$ cat src/rtl/uart_pkg.sv
// Shared definitions for the burst UART transmitter: FSM state encoding
// and parity-type constants.
package uart_pkg;

  typedef enum logic [2:0] {
    IDLE   = 3'd0,
    START  = 3'd1,
    DATA   = 3'd2,
    PARITY = 3'd3,
    STOP   = 3'd4
  } uart_state_e;

  // Parity type selector values
  localparam logic EVEN = 1'b0;
  localparam logic ODD  = 1'b1;

endpackage

$ cat src/rtl/uart_parity_calc.sv
// Combinational parity generator for one data word.
// Even parity: XOR of all data bits. Odd parity: its inverse.
module uart_parity_calc
  import uart_pkg::*;
#(
  parameter int DATA_WIDTH = 8
) (
  input  logic [DATA_WIDTH-1:0] data_i,
  input  logic                  par_typ_i,
  output logic                  par_bit_o
);

  // Reduce the word and invert for odd parity
  always_comb begin
    par_bit_o = (par_typ_i == ODD) ? ~(^data_i) : (^data_i);
  end

endmodule

$ cat src/rtl/uart_frame_tx.sv
// Burst UART transmitter: sends 1..MAX_BYTES frames back to back, one
// serial bit per CLK cycle, word 0 first, data LSB first.
//
// Request handshake: DATA_VALID is the request, BUSY is the inverted
// ready. A burst is taken on a rising CLK edge where DATA_VALID=1,
// BUSY=0 and NUM_BYTES!=0; all burst inputs are captured on that edge
// and ignored until the block returns to IDLE. DONE pulses in the first
// IDLE cycle, where BUSY is already 0, so a request held in that cycle
// is taken on the following edge.
module uart_frame_tx
  import uart_pkg::*;
#(
  parameter int DATA_WIDTH = 8,
  parameter int MAX_BYTES  = 2
) (
  input  logic                              CLK,
  input  logic                              RST,
  input  logic [MAX_BYTES*DATA_WIDTH-1:0]   P_DATA,
  input  logic [$clog2(MAX_BYTES+1)-1:0]    NUM_BYTES,
  input  logic                              DATA_VALID,
  input  logic                              PAR_EN,
  input  logic                              PAR_TYP,
  input  logic                              STOP2,
  output logic                              TX_OUT,
  output logic                              BUSY,
  output logic                              DONE,
  output logic [2:0]                        STATE_DBG
);

  localparam int BW  = $clog2(DATA_WIDTH);
  localparam int FW  = (MAX_BYTES > 1) ? $clog2(MAX_BYTES) : 1;
  localparam int NBW = $clog2(MAX_BYTES+1);
  localparam int PW  = MAX_BYTES*DATA_WIDTH;

  uart_state_e           state_q, state_d;
  logic [BW-1:0]         bit_cnt_q, bit_cnt_d;
  logic [FW-1:0]         frm_q, frm_d;
  logic                  stop_cnt_q, stop_cnt_d;
  logic [PW-1:0]         data_q, data_d;
  logic [FW-1:0]         last_q, last_d;
  logic                  par_en_q, par_en_d;
  logic                  par_typ_q, par_typ_d;
  logic                  stop2_q, stop2_d;
  logic                  tx_q, tx_d;
  logic                  busy_q, busy_d;
  logic                  done_q, done_d;

  logic                  accept;
  logic [NBW-1:0]        nb_clamped;
  logic [DATA_WIDTH-1:0] cur_word;
  logic                  par_bit;
  logic                  last_bit;
  logic                  last_stop;
  logic                  last_frame;

  assign accept     = (state_q == IDLE) && DATA_VALID && (NUM_BYTES != '0);
  assign nb_clamped = (NUM_BYTES > NBW'(MAX_BYTES)) ? NBW'(MAX_BYTES) : NUM_BYTES;
  assign last_bit   = (bit_cnt_q == BW'(DATA_WIDTH-1));
  assign last_stop  = (stop_cnt_q == stop2_q);
  assign last_frame = (frm_q == last_q);

  // Select the word of the frame currently on the line
  always_comb begin
    cur_word = '0;
    for (int k = 0; k < MAX_BYTES; k++) begin
      if (frm_q == FW'(k)) cur_word = data_q[k*DATA_WIDTH +: DATA_WIDTH];
    end
  end

  uart_parity_calc #(
    .DATA_WIDTH (DATA_WIDTH)
  ) u_parity (
    .data_i    (cur_word),
    .par_typ_i (par_typ_q),
    .par_bit_o (par_bit)
  );

  // Capture the burst configuration only on accept
  always_comb begin
    data_d    = data_q;
    last_d    = last_q;
    par_en_d  = par_en_q;
    par_typ_d = par_typ_q;
    stop2_d   = stop2_q;
    if (accept) begin
      data_d    = P_DATA;
      last_d    = FW'(nb_clamped - NBW'(1));
      par_en_d  = PAR_EN;
      par_typ_d = PAR_TYP;
      stop2_d   = STOP2;
    end
  end

  // Next-state and counter logic
  always_comb begin
    state_d    = state_q;
    bit_cnt_d  = bit_cnt_q;
    frm_d      = frm_q;
    stop_cnt_d = stop_cnt_q;
    case (state_q)
      IDLE: begin
        if (accept) begin
          state_d    = START;
          frm_d      = '0;
          bit_cnt_d  = '0;
          stop_cnt_d = 1'b0;
        end
      end
      START: begin
        state_d   = DATA;
        bit_cnt_d = '0;
      end
      DATA: begin
        if (last_bit) begin
          state_d    = par_en_q ? PARITY : STOP;
          bit_cnt_d  = '0;
          stop_cnt_d = 1'b0;
        end else begin
          bit_cnt_d = bit_cnt_q + BW'(1);
        end
      end
      PARITY: begin
        state_d    = STOP;
        stop_cnt_d = 1'b0;
      end
      STOP: begin
        if (last_stop) begin
          stop_cnt_d = 1'b0;
          if (last_frame) begin
            state_d = IDLE;
            frm_d   = '0;
          end else begin
            state_d = START;
            frm_d   = frm_q + FW'(1);
          end
        end else begin
          stop_cnt_d = 1'b1;
        end
      end
      default: begin
        state_d    = IDLE;
        bit_cnt_d  = '0;
        frm_d      = '0;
        stop_cnt_d = 1'b0;
      end
    endcase
  end

  // Registered outputs are decoded from the state being entered
  always_comb begin
    tx_d   = 1'b1;
    busy_d = (state_d != IDLE);
    done_d = (state_q == STOP) && (state_d == IDLE);
    case (state_d)
      START:   tx_d = 1'b0;
      DATA:    tx_d = cur_word[bit_cnt_d];
      PARITY:  tx_d = par_bit;
      default: tx_d = 1'b1;
    endcase
  end

  // State, counters and output registers
  always_ff @(posedge CLK or posedge RST) begin
    if (RST) begin
      state_q    <= IDLE;
      bit_cnt_q  <= '0;
      frm_q      <= '0;
      stop_cnt_q <= 1'b0;
      tx_q       <= 1'b1;
      busy_q     <= 1'b0;
      done_q     <= 1'b0;
    end else begin
      state_q    <= state_d;
      bit_cnt_q  <= bit_cnt_d;
      frm_q      <= frm_d;
      stop_cnt_q <= stop_cnt_d;
      tx_q       <= tx_d;
      busy_q     <= busy_d;
      done_q     <= done_d;
    end
  end

  // Latched burst configuration
  always_ff @(posedge CLK or posedge RST) begin
    if (RST) begin
      data_q    <= '0;
      last_q    <= '0;
      par_en_q  <= 1'b0;
      par_typ_q <= 1'b0;
      stop2_q   <= 1'b0;
    end else begin
      data_q    <= data_d;
      last_q    <= last_d;
      par_en_q  <= par_en_d;
      par_typ_q <= par_typ_d;
      stop2_q   <= stop2_d;
    end
  end

  assign TX_OUT    = tx_q;
  assign BUSY      = busy_q;
  assign DONE      = done_q;
  assign STATE_DBG = state_q;

endmodule

$ cat config.mk
export PLATFORM = sky130hd
export DESIGN_NAME = uart_frame_tx
export DESIGN_NICKNAME = d
export VERILOG_FILES = /design/src/rtl/uart_pkg.sv /design/src/rtl/uart_parity_calc.sv /design/src/rtl/uart_frame_tx.sv
export SDC_FILE = /design/constraint.sdc
export NUM_CORES = 1
export LEC_CHECK = 0
export ABC_AREA = 0
export BUFFER_PORTS_ARGS = -buffer_cell sky130_fd_sc_hd__buf_2
export CAP_MARGIN = 40
export CORE_MARGIN = 5
export CORE_UTILIZATION = 45
export DETAILED_ROUTE_END_ITERATION = 12
export PLACE_DENSITY = 0.67
export SYNTH_ARGS = -nofsm -noshare
export SYNTH_HDL_FRONTEND = slang
export SYNTH_HIERARCHICAL = 1
export SYNTH_SLANG_ARGS = --single-unit
$ cat constraint.sdc
create_clock -name CLK -period 3.5 [get_ports CLK]
set_input_delay 0.525 -clock CLK [delete_from_list [all_inputs] [get_ports CLK]]
set_output_delay 0.525 -clock CLK [all_outputs]
set_load 0.05 [all_outputs]
# Yosys cells after proc, flatten, opt, wreduce, memory -nomap -nowiden
# Cells that the tools add are included.
classes:
  addsub: 3
  n_lt_le_gt_ge: 2
  n_eq_ne: 13
  n_mux: 22
  n_bitwise: 3
  n_reduce_logical: 12
op_table:
  columns: ["cell", "n"]
  rows:
  - ["two-way mux 3 bit", 6]
  - ["case mux 3 bit (5 select lines)", 1]
  - ["== test 3 x 2 -> 1 bit, second input constant", 4]
  - ["two-way mux 1 bit", 9]
  - ["case mux 3 bit (3 select lines)", 1]
  - ["two-way mux 8 bit", 1]
  - ["XOR reduction 8 bit", 1]
  - ["== test 3 x 1 -> 1 bit, second input constant", 2]
  - ["== test 3 bit, second input constant", 2]
  - ["logical NOT 3 bit", 2]
  - ["!= test 2 bit, second input constant", 3]
  - ["case mux 1 bit (3 select lines)", 2]
  - ["AND reduction 3 bit", 2]
  - ["< comparator 3 x 4 -> 1 bit, second input constant", 1]
  - ["case mux 1 bit (4 select lines)", 1]
  - ["adder 3 x 1 -> 3 bit, second input constant", 1]
  - ["binary-select mux 1 bit (select 3 bit)", 1]
  - ["logical AND 1 bit", 3]
  - ["inverter 1 bit", 3]
  - ["nonzero test 3 bit", 1]
  - ["OR reduction 3 bit", 1]
  - ["== test 1 bit", 2]
  - ["greater-than comparator 2 bit, second input constant", 1]
  - ["nonzero test 2 bit", 1]
  - ["other kinds (3)", 3]
totals:
  ff_bits: 31
  inputBits: 24
  output_inout_bits: 6
  elab_cells: 67

# Longest topological paths before layout
# Gate-level depths: netlist of the first run.
logic_depth:
  word_depth: 8
  depth_mapped: 9
  mapped_depth_nobuf: 9

# Cells and area by module
# The synthesis of the first run kept the hierarchy.
by_module_without_submodules:
  columns: ["module", "n_inst", "cells_each", "area_per_inst_um2", "seq_area_each_um2"]
  rows:
  - ["uart_frame_tx", 1, 123, 1574.0, 777.0]
  - ["uart_parity_calc", 1, 7, 82.6, 0.0]

# Least setup slack after synthesis of the first run
# Ideal clock, no wire load.
synth_path:
  path_kind: "reg2reg"
  startpoint: "reg state_q[2] (netlist: STATE_DBG[2])"
  endpoint: "reg data_q[10]"
  setup_ps: 125
  arrival_ps: 1834
  required_ps: 3375
  path_slack_ps: 1541
  stages_incl_launch_ff: 6
  path_buffers: 2
  period_less_slack_ps: 1959
  path_cell_list: "dfrtp_1 buf_6 nor4_2 nor2b_4 buf_4 mux2_2"
synth_between:
  elab_chain_cells: 3
synth_rtl:
  columns: ["item", "line_no", "source"]
  rows:
  - ["start, declared", "uart_frame_tx.sv:35", "uart_state_e state_q, state_d;"]
  - ["start signal, assigned", "uart_frame_tx.sv:173", "state_q <= state_d;"]
  - ["logical NOT 3 bit", "uart_frame_tx.sv:56", "assign accept = (state_q == IDLE) && DATA_VALID && (NUM_BYTES != '0);"]
  - ["logical AND 1 bit (2 in a row)", "uart_frame_tx.sv:56", null]
  - ["end signal, assigned", "uart_frame_tx.sv:192", "data_q <= data_d;"]
  - ["end, declared", "uart_frame_tx.sv:39", "logic [PW-1:0] data_q, data_d;"]
# Every way passes these cells.
# A chain may end at the register's enable or synchronous reset.

# Worst setup path in the final report of the first run
layout_path:
  startpoint: "reg state_q[2] (netlist: STATE_DBG[2])"
  endpoint: "reg tx_q (netlist: TX_OUT)"
layout_between:
  word_cells_on_any_way: 20
  classes_between: "eq/ne: 7; mux: 9; reduce/logical: 4"
layout_lines:
  columns: ["item", "line_no", "source"]
  rows:
  - ["logical NOT 3 bit", "uart_frame_tx.sv:56, uart_frame_tx.sv:100", null]
  - ["logical AND 1 bit (2 in a row)", "uart_frame_tx.sv:56", null]
  - ["two-way mux 3 bit", "uart_frame_tx.sv:102", "if (accept) begin"]
  - ["case mux 3 bit (5 select lines) *", "uart_frame_tx.sv:100", "case (state_q)"]
  - ["net state_d[0]", "uart_frame_tx.sv:35", null]
  - ["== test 3 x 2 -> 1 bit / == test 3 x 1 -> 1 bit (equally long branches)", "uart_frame_tx.sv:154", "case (state_d)"]
  - ["case mux 1 bit (3 select lines) *", "uart_frame_tx.sv:154", null]
  - ["net tx_d", "uart_frame_tx.sv:44", "logic tx_q, tx_d;"]
  - ["end signal, assigned", "uart_frame_tx.sv:177", "tx_q <= tx_d;"]
  - ["end, declared", "uart_frame_tx.sv:44", null]
# Mark *: on every way through the listed nets, which the timed path passes. The rest lies on a longest branch. The select of a mux whose other input is x is not followed.

==> results of run 1 <==
metal layers:
| metal | part of all wire (%) | global-route usage [%] |
|---|---|---|
| met3 | 5.8 | 4.545 |
| met2 | 51 | 22.56 |
| met1 | 42 | 15.66 |
| met5 | 0 | 0 |
| met4 | 1.5 | 6.263 |
synthesized netlist by cell type, types with 2 or more instances:
master | number | area (µm²)
inv_1 | 5 | 18.77
a21oi_1 | 3 | 15.01
nand2_1 | 7 | 26.28
o21ai_0 | 3 | 15.01
xnor2_1 | 4 | 35.03
ha_1 | 3 | 37.54
buf_4 | 2 | 15.01
dfrtp_1 | 30 | 750.7
mux2_2 | 26 | 292.8
a22o_1 | 3 | 26.28
mux2i_1 | 6 | 60.06
or3_1 | 2 | 12.51
nand3_1 | 2 | 10.01
xor2_1 | 2 | 17.52
nor2_1 | 3 | 11.26
buf_6 | 2 | 22.52
nor3_1 | 3 | 15.01
cell families after synthesis:
group / count (synthesis) / share of synthesized area [%]
multiplexers: 32 / 21.30
flip-flops: 31 / 46.90
AND/OR/NAND/NOR: 29 / 11.10
AO/OA/AOI/OAI: 16 / 8.988
buffers and inverters: 11 / 3.927
XOR/XNOR: 8 / 5.514
adder cells (fa/ha/maj): 3 / 2.266
worst max path at each step:
| stage | from | end |
|---|---|---|
| 2_1_floorplan | STATE_DBG[2] | data_q[10] |
| 4_1_cts | STATE_DBG[0] | TX_OUT |
| 3_5_place_dp | DATA_VALID | TX_OUT |
| 3_3_place_gp | DATA_VALID | TX_OUT |
| 6_report | STATE_DBG[2] | TX_OUT |
| 5_1_grt | STATE_DBG[2] | TX_OUT |
metrics by stage:
stage / hold WS (ns) / std cells
after floorplan: 0.4700 / 130
after CTS: 0.3094 / 210
final: 0.3023 / 210
after global placement: 0.4879 / 202
after detailed placement: 0.4902 / 203
after global routing: 0.3614 / 210
final cells by class:
class | count | area, µm²
multi-input cells | 88 | 814.5
fillers | 327 | 1672
clock buffers | 6 | 82.58
inverters | 6 | 22.52
well taps | 48 | 60.06
clock inverters | 1 | 5.005
flip-flops and latches | 31 | 777.0
repair buffers | 30 | 172.7
power breakdown:
group	internal (mW)	leakage, nW	switching (mW)	total (mW)
Sequential	0.534	0.378	0.145	0.679
Clock	0.154	0.0470	0.124	0.278
Combinational	0.567	0.443	0.510	1.08
registers in the layout, indices dropped and copies added, names as in the netlist:
| register | cells |
|---|---|
| last_q | 1 |
| STATE_DBG | 3 |
| stop_cnt_q | 1 |
| BUSY | 1 |
| TX_OUT | 1 |
| frm_q | 1 |
| stop2_q | 1 |
| par_typ_q | 1 |
| DONE | 1 |
| data_q | 16 |
| par_en_q | 1 |
| bit_cnt_q | 3 |
worst reg2reg max path, stage by stage, from the launching register on:
cell	delay, ns
dfrtp_1	0.50
nor4_2	0.41
nor2b_4	0.60
or3_4	0.27
a2bb2oi_1	0.17
nand4_1	0.10
placed cells by master (no fill, tap or decap), types with 2 or more instances in the layout:
cell type,n
nor3_1,3
mux2i_1,6
buf_2,29
nand3_1,2
a21oi_1,3
a22o_1,3
nor2_1,3
o21ai_0,3
inv_1,5
xor2_1,2
xnor2_1,4
ha_1,3
or3_1,2
dfrtp_1,30
clkbuf_8,6
mux2_2,26
nand2_1,7
==> metrics.txt, run 1 <==
status complete, no violations; initial antenna violation count 0; Crit-path slowest cell nor2b_4; largest net degree at the start of global routing 24; worst-path cell chain nor4_2 -> nor2b_4 -> or3_4 -> a2bb2oi_1 -> nand4_1; reg2reg path depth 5; Setup Skew around 0.011 ns; Max Fclk between 400 and 500 MHz; reg-to-reg startpoint STATE_DBG[2]; cell area power density 1051 mW/mm²; clock transition at the registers of the reported paths 0.07 ns; worst endpoint data arrival time between 2 and 2.5 ns; CTS tree yes; fin nets around 190; Hold Path Class input pin to asynchronous set/reset pin; Final ANT Viol Nets 0; CTS H-tree depth 2; Crit Path Max Fanout 23; ys flop type dfrtp_1; Post-Synthesis Cells between 100 and 150; dpl cell area ~0.0018 mm²; diode count 0; Place WS between 1 and 1.5 ns; Pre-antenna DRT Iters 4; CP Launch Type register; R2R Path End TX_OUT; die height between 70 and 80 µm; CTS max path bufs 2; total CTS buffers 5; Final GP Congestion around 0.76; gr ovfl total 0; residual DRC count 0; DR vias/cell slightly above 5; io pins 30; critical path type register to register; Worst R2R Setup Slack between 1 and 1.5 ns; peak supply drop around 430 µV; port bufs 29; first-pass GRT wire length 5230 µm; Crit. End Element register; Core ar. between 0.003 and 0.004 mm²; cts repair resizes 0; P&R area growth vs syn 16.77%; Fin Setup TNS 0 ns; Yosys cell types between 40 and 50; CP required between 3 and 4 ns; vias in the first global route 1,130; Starting Density between 40% and 50%; PnR worst setup slack ~1.4 ns; total wire length around 3000 µm; via count between 1k and 1.5k; Global Route Usage Sum between 10 and 15%; First DRT Iteration DRCs 39; number of synthesized flops with an enable pin 0; Levels on crit path 5; Rows 22; WP buf/inv 0; final setup vio count 0; clock sink count 31; Worst Max-Slew Pin Slew around 0.6 ns; Post-Route Utilization around 54%; Synth Warn # 6; final instance area approximately 0.0019 mm²; crit share post-route roughly three fifths; syn nets ~160; sequential share of the synthesized area approximately 47%; Slew headroom 59.30%; Post-synth ARST share 100.0%; RSZ-0062 raised after global routing false; final-report hold violation count 0; hpwl dp ~2300 µm; CTS root buf clkbuf_8; total power about 2 mW; cell family with most CP delay simple AND/OR/NAND/NOR gates; FF+latch count, synth 31; setup repair bufs after CTS 0; chip width just over 70 µm; synthesized area about 0.0017 mm²; Max-cap violations 0; layout cells sized above 1 between 40% and 50%; mean post-synth cell area ~13 µm²; fin. max-slew vios 0; CP peak stage delay ~0.60 ns; Leakage 0.8687 nW; wire per inst ~14 µm; die area 0.004995 mm²; Clock Latency Late Sink 0.28 ns; number of hold-repair buffers added at the cts stage 0; minimum clock period between 2 and 2.5 ns
No activity file was read; power rests on OpenSTA's default activity.
==> run 2, diff against run 1 <==
Settings changed: PLACE_DENSITY 0.67 to 0.69.
Clock period 3.5 ns to 1.7 ns, I/O delays scaled along.
==> run 2 against run 1 <==
Against the previous run:
- critical path depth is 2 higher
- the run now ends with negative setup slack left
- utilization up 6.3 points
- design area up 12%
- routed wire length rose by 9.2%
- sequential power grew 100%
- clock power grew 130%
- sequential share of layout area decreased by 4.0 points
- combinational power grew to 2.6 times the previous value
- setup slack got worse by 1.5 ns
- worst hold slack worse by 0.26 ns
==> metrics.txt, run 2 (synthesis gave the netlist of run 1 again) <==
status complete, but fails checks; failing checks negative setup slack; gr ovfl total 0 (unchanged); Leakage 0.9846 nW (+13%); port bufs 29 (unchanged); Final GP Congestion 0.8061 (+6.5%); diode count 0 (unchanged); Setup Skew 0.003928 ns (-0.006586 ns); Pre-antenna DRT Iters 4 (unchanged); commonest cells after routing, fill and taps aside buf_2 (29), dfrtp_1 (26), mux2_2 (24), buf_4 (19); minimum clock period 1.879 ns (-0.2665 ns); CTS max path bufs 2 (unchanged); CP required 1.91 ns (-1.78 ns); number of hold-repair buffers added at the cts stage 0 (unchanged); Filler cells 318 (-2.8%); clock sink count 31 (unchanged); vias in the first global route 1,279 (+13%); PnR worst setup slack -0.1786 ns (-1.534 ns); crit share post-route 110.5% (+49 points); peak supply drop 1098 µV (+150%); critical path type register to register; Crit Path Max Fanout 4 (-83%); clock transition at the registers of the reported paths 0.06 ns (about the same); first-pass GRT wire length 5823 µm (+11%); wire per inst 14.07 µm (-1.1%); CTS tree yes; largest net degree at the start of global routing 32 (+33%); total CTS buffers 5 (unchanged); layout cells sized above 1 58.70% (+11 points); worst endpoint data arrival time 2.08 ns (-0.26 ns); total power 4.812 mW (+140%); total wire length 3265 µm (+9.2%); Rows 22 (unchanged); residual DRC count 0 (unchanged); Slew headroom 74.11% (+15 points); RSZ-0062 raised after global routing true; Clock Latency Late Sink 0.28 ns (about the same); CTS root buf clkbuf_8; Starting Density 45.94% (unchanged); die area 0.004995 mm² (unchanged); Max-cap violations 0 (unchanged); First DRT Iteration DRCs 16 (-59%); P&R area growth vs syn 30.59%; Core ar. 0.003606 mm² (unchanged); Fin Setup TNS -0.1993 ns (-0.1993 ns); initial antenna violation count 0 (unchanged); CTS H-tree depth 2 (unchanged); Worst R2R Setup Slack -0.18 ns (-1.53 ns); via count 1,153 (+7.2%); Final ANT Viol Nets 0 (unchanged); Largest register FFs 16 (unchanged); Place WS -0.2297 ns (-1.487 ns); Post-Route Utilization 59.99% (+6.3 points); hpwl dp 2523 µm (+11%); CP Launch Type register; Max Fclk 532.3 MHz (+14%); commonest non-fill, non-tap cell in the layout buf_2; Most flops, register data_q; fin nets 210 (+11%); io pins 30 (unchanged); final setup vio count 2 (+2); final-report hold violation count 0 (unchanged); Worst Max-Slew Pin Slew 0.3884 ns (-0.2209 ns); chip width 70.68 µm (unchanged); Global Route Usage Sum 15.06% (+1.6 points); Crit. End Element register; Hold Path Class input pin to asynchronous set/reset pin; die height 70.68 µm (unchanged); cell area power density 2224 mW/mm² (+110%); DR vias/cell 4.970 (-3.0%); fin. max-slew vios 0 (unchanged)
==> run 2: cell types whose count changed in the layout (fill, tap and decap cells not counted), sizes merged <==
cell	change
clkinv	-1
clkbuf	+2
buf	+21
==> run 2: final timing paths <==
| path | startpoint | end | cells past startpoint |
|---|---|---|---|
| setup / recovery | frm_q | TX_OUT | 7 |
| hold / removal | RST | data_q[7] | 3 |
| setup reg to reg | frm_q | TX_OUT | 7 |
| max in group asynchronous | RST | TX_OUT | 3 |
| min in group CLK | PAR_EN | par_en_q | 3 |
| hold reg to reg | data_q[4] | data_q[4] | 1 |
==> run 2: what timing repair did <==
action | 4_1_cts | 5_1_grt
gates resized for setup | 8 | 2
pin swaps | 10 | 1
setup buffers | 3 | 3
setup endpoints to repair | 3 | 22
==> run 2: per-layer routing <==
layer	wire, µm	GRT usage, %	vias up
met1	1366	18.20	554
met5	0	0	-
met4	70	8.977	0
met3	159	3.409	6
li1	-	-	570
met2	1668	24.53	23
==> run 2: area by class of cell <==
class                   count  area, µm²  share of cell area, %
multi-input cells          88      868.3                  40.14
well taps                  48      60.06                  2.776
inverters                   6      22.52                  1.041
clock buffers               8      100.1                  4.627
repair buffers             51      330.3                  15.27
flip-flops and latches     31      782.0                  36.15
==> run 2: worst max-delay path: stages, from the launching register on <==
cell and delay [ns]:
dfrtp_2 0.41, buf_6 0.13, mux2_4 0.31, xnor2_2 0.15, xnor3_1 0.42, xnor2_1 0.15
a2bb2oi_1 0.14, nand4_1 0.09
==> run 2: metrics by stage <==
step | area (µm²) | std cells | hold WS (ns)
global route | 2163 | 232 | 0.08931
finish | 2163 | 232 | 0.04083
global placement | 1971 | 218 | 0.3379
detailed placement | 1971 | 218 | 0.3504
CTS | 2132 | 229 | 0.04651
floorplan | 1689 | 130 | 0.3576
==> run 2: report_power, final <==
part | switching [mW] | leakage, nW | total [mW] | internal (mW)
Clock | 0.263 | 0.0515 | 0.632 | 0.369
Sequential | 0.259 | 0.373 | 1.37 | 1.11
Combinational | 1.28 | 0.560 | 2.81 | 1.54
Total | 1.80 | 0.985 | 4.81 | 3.01
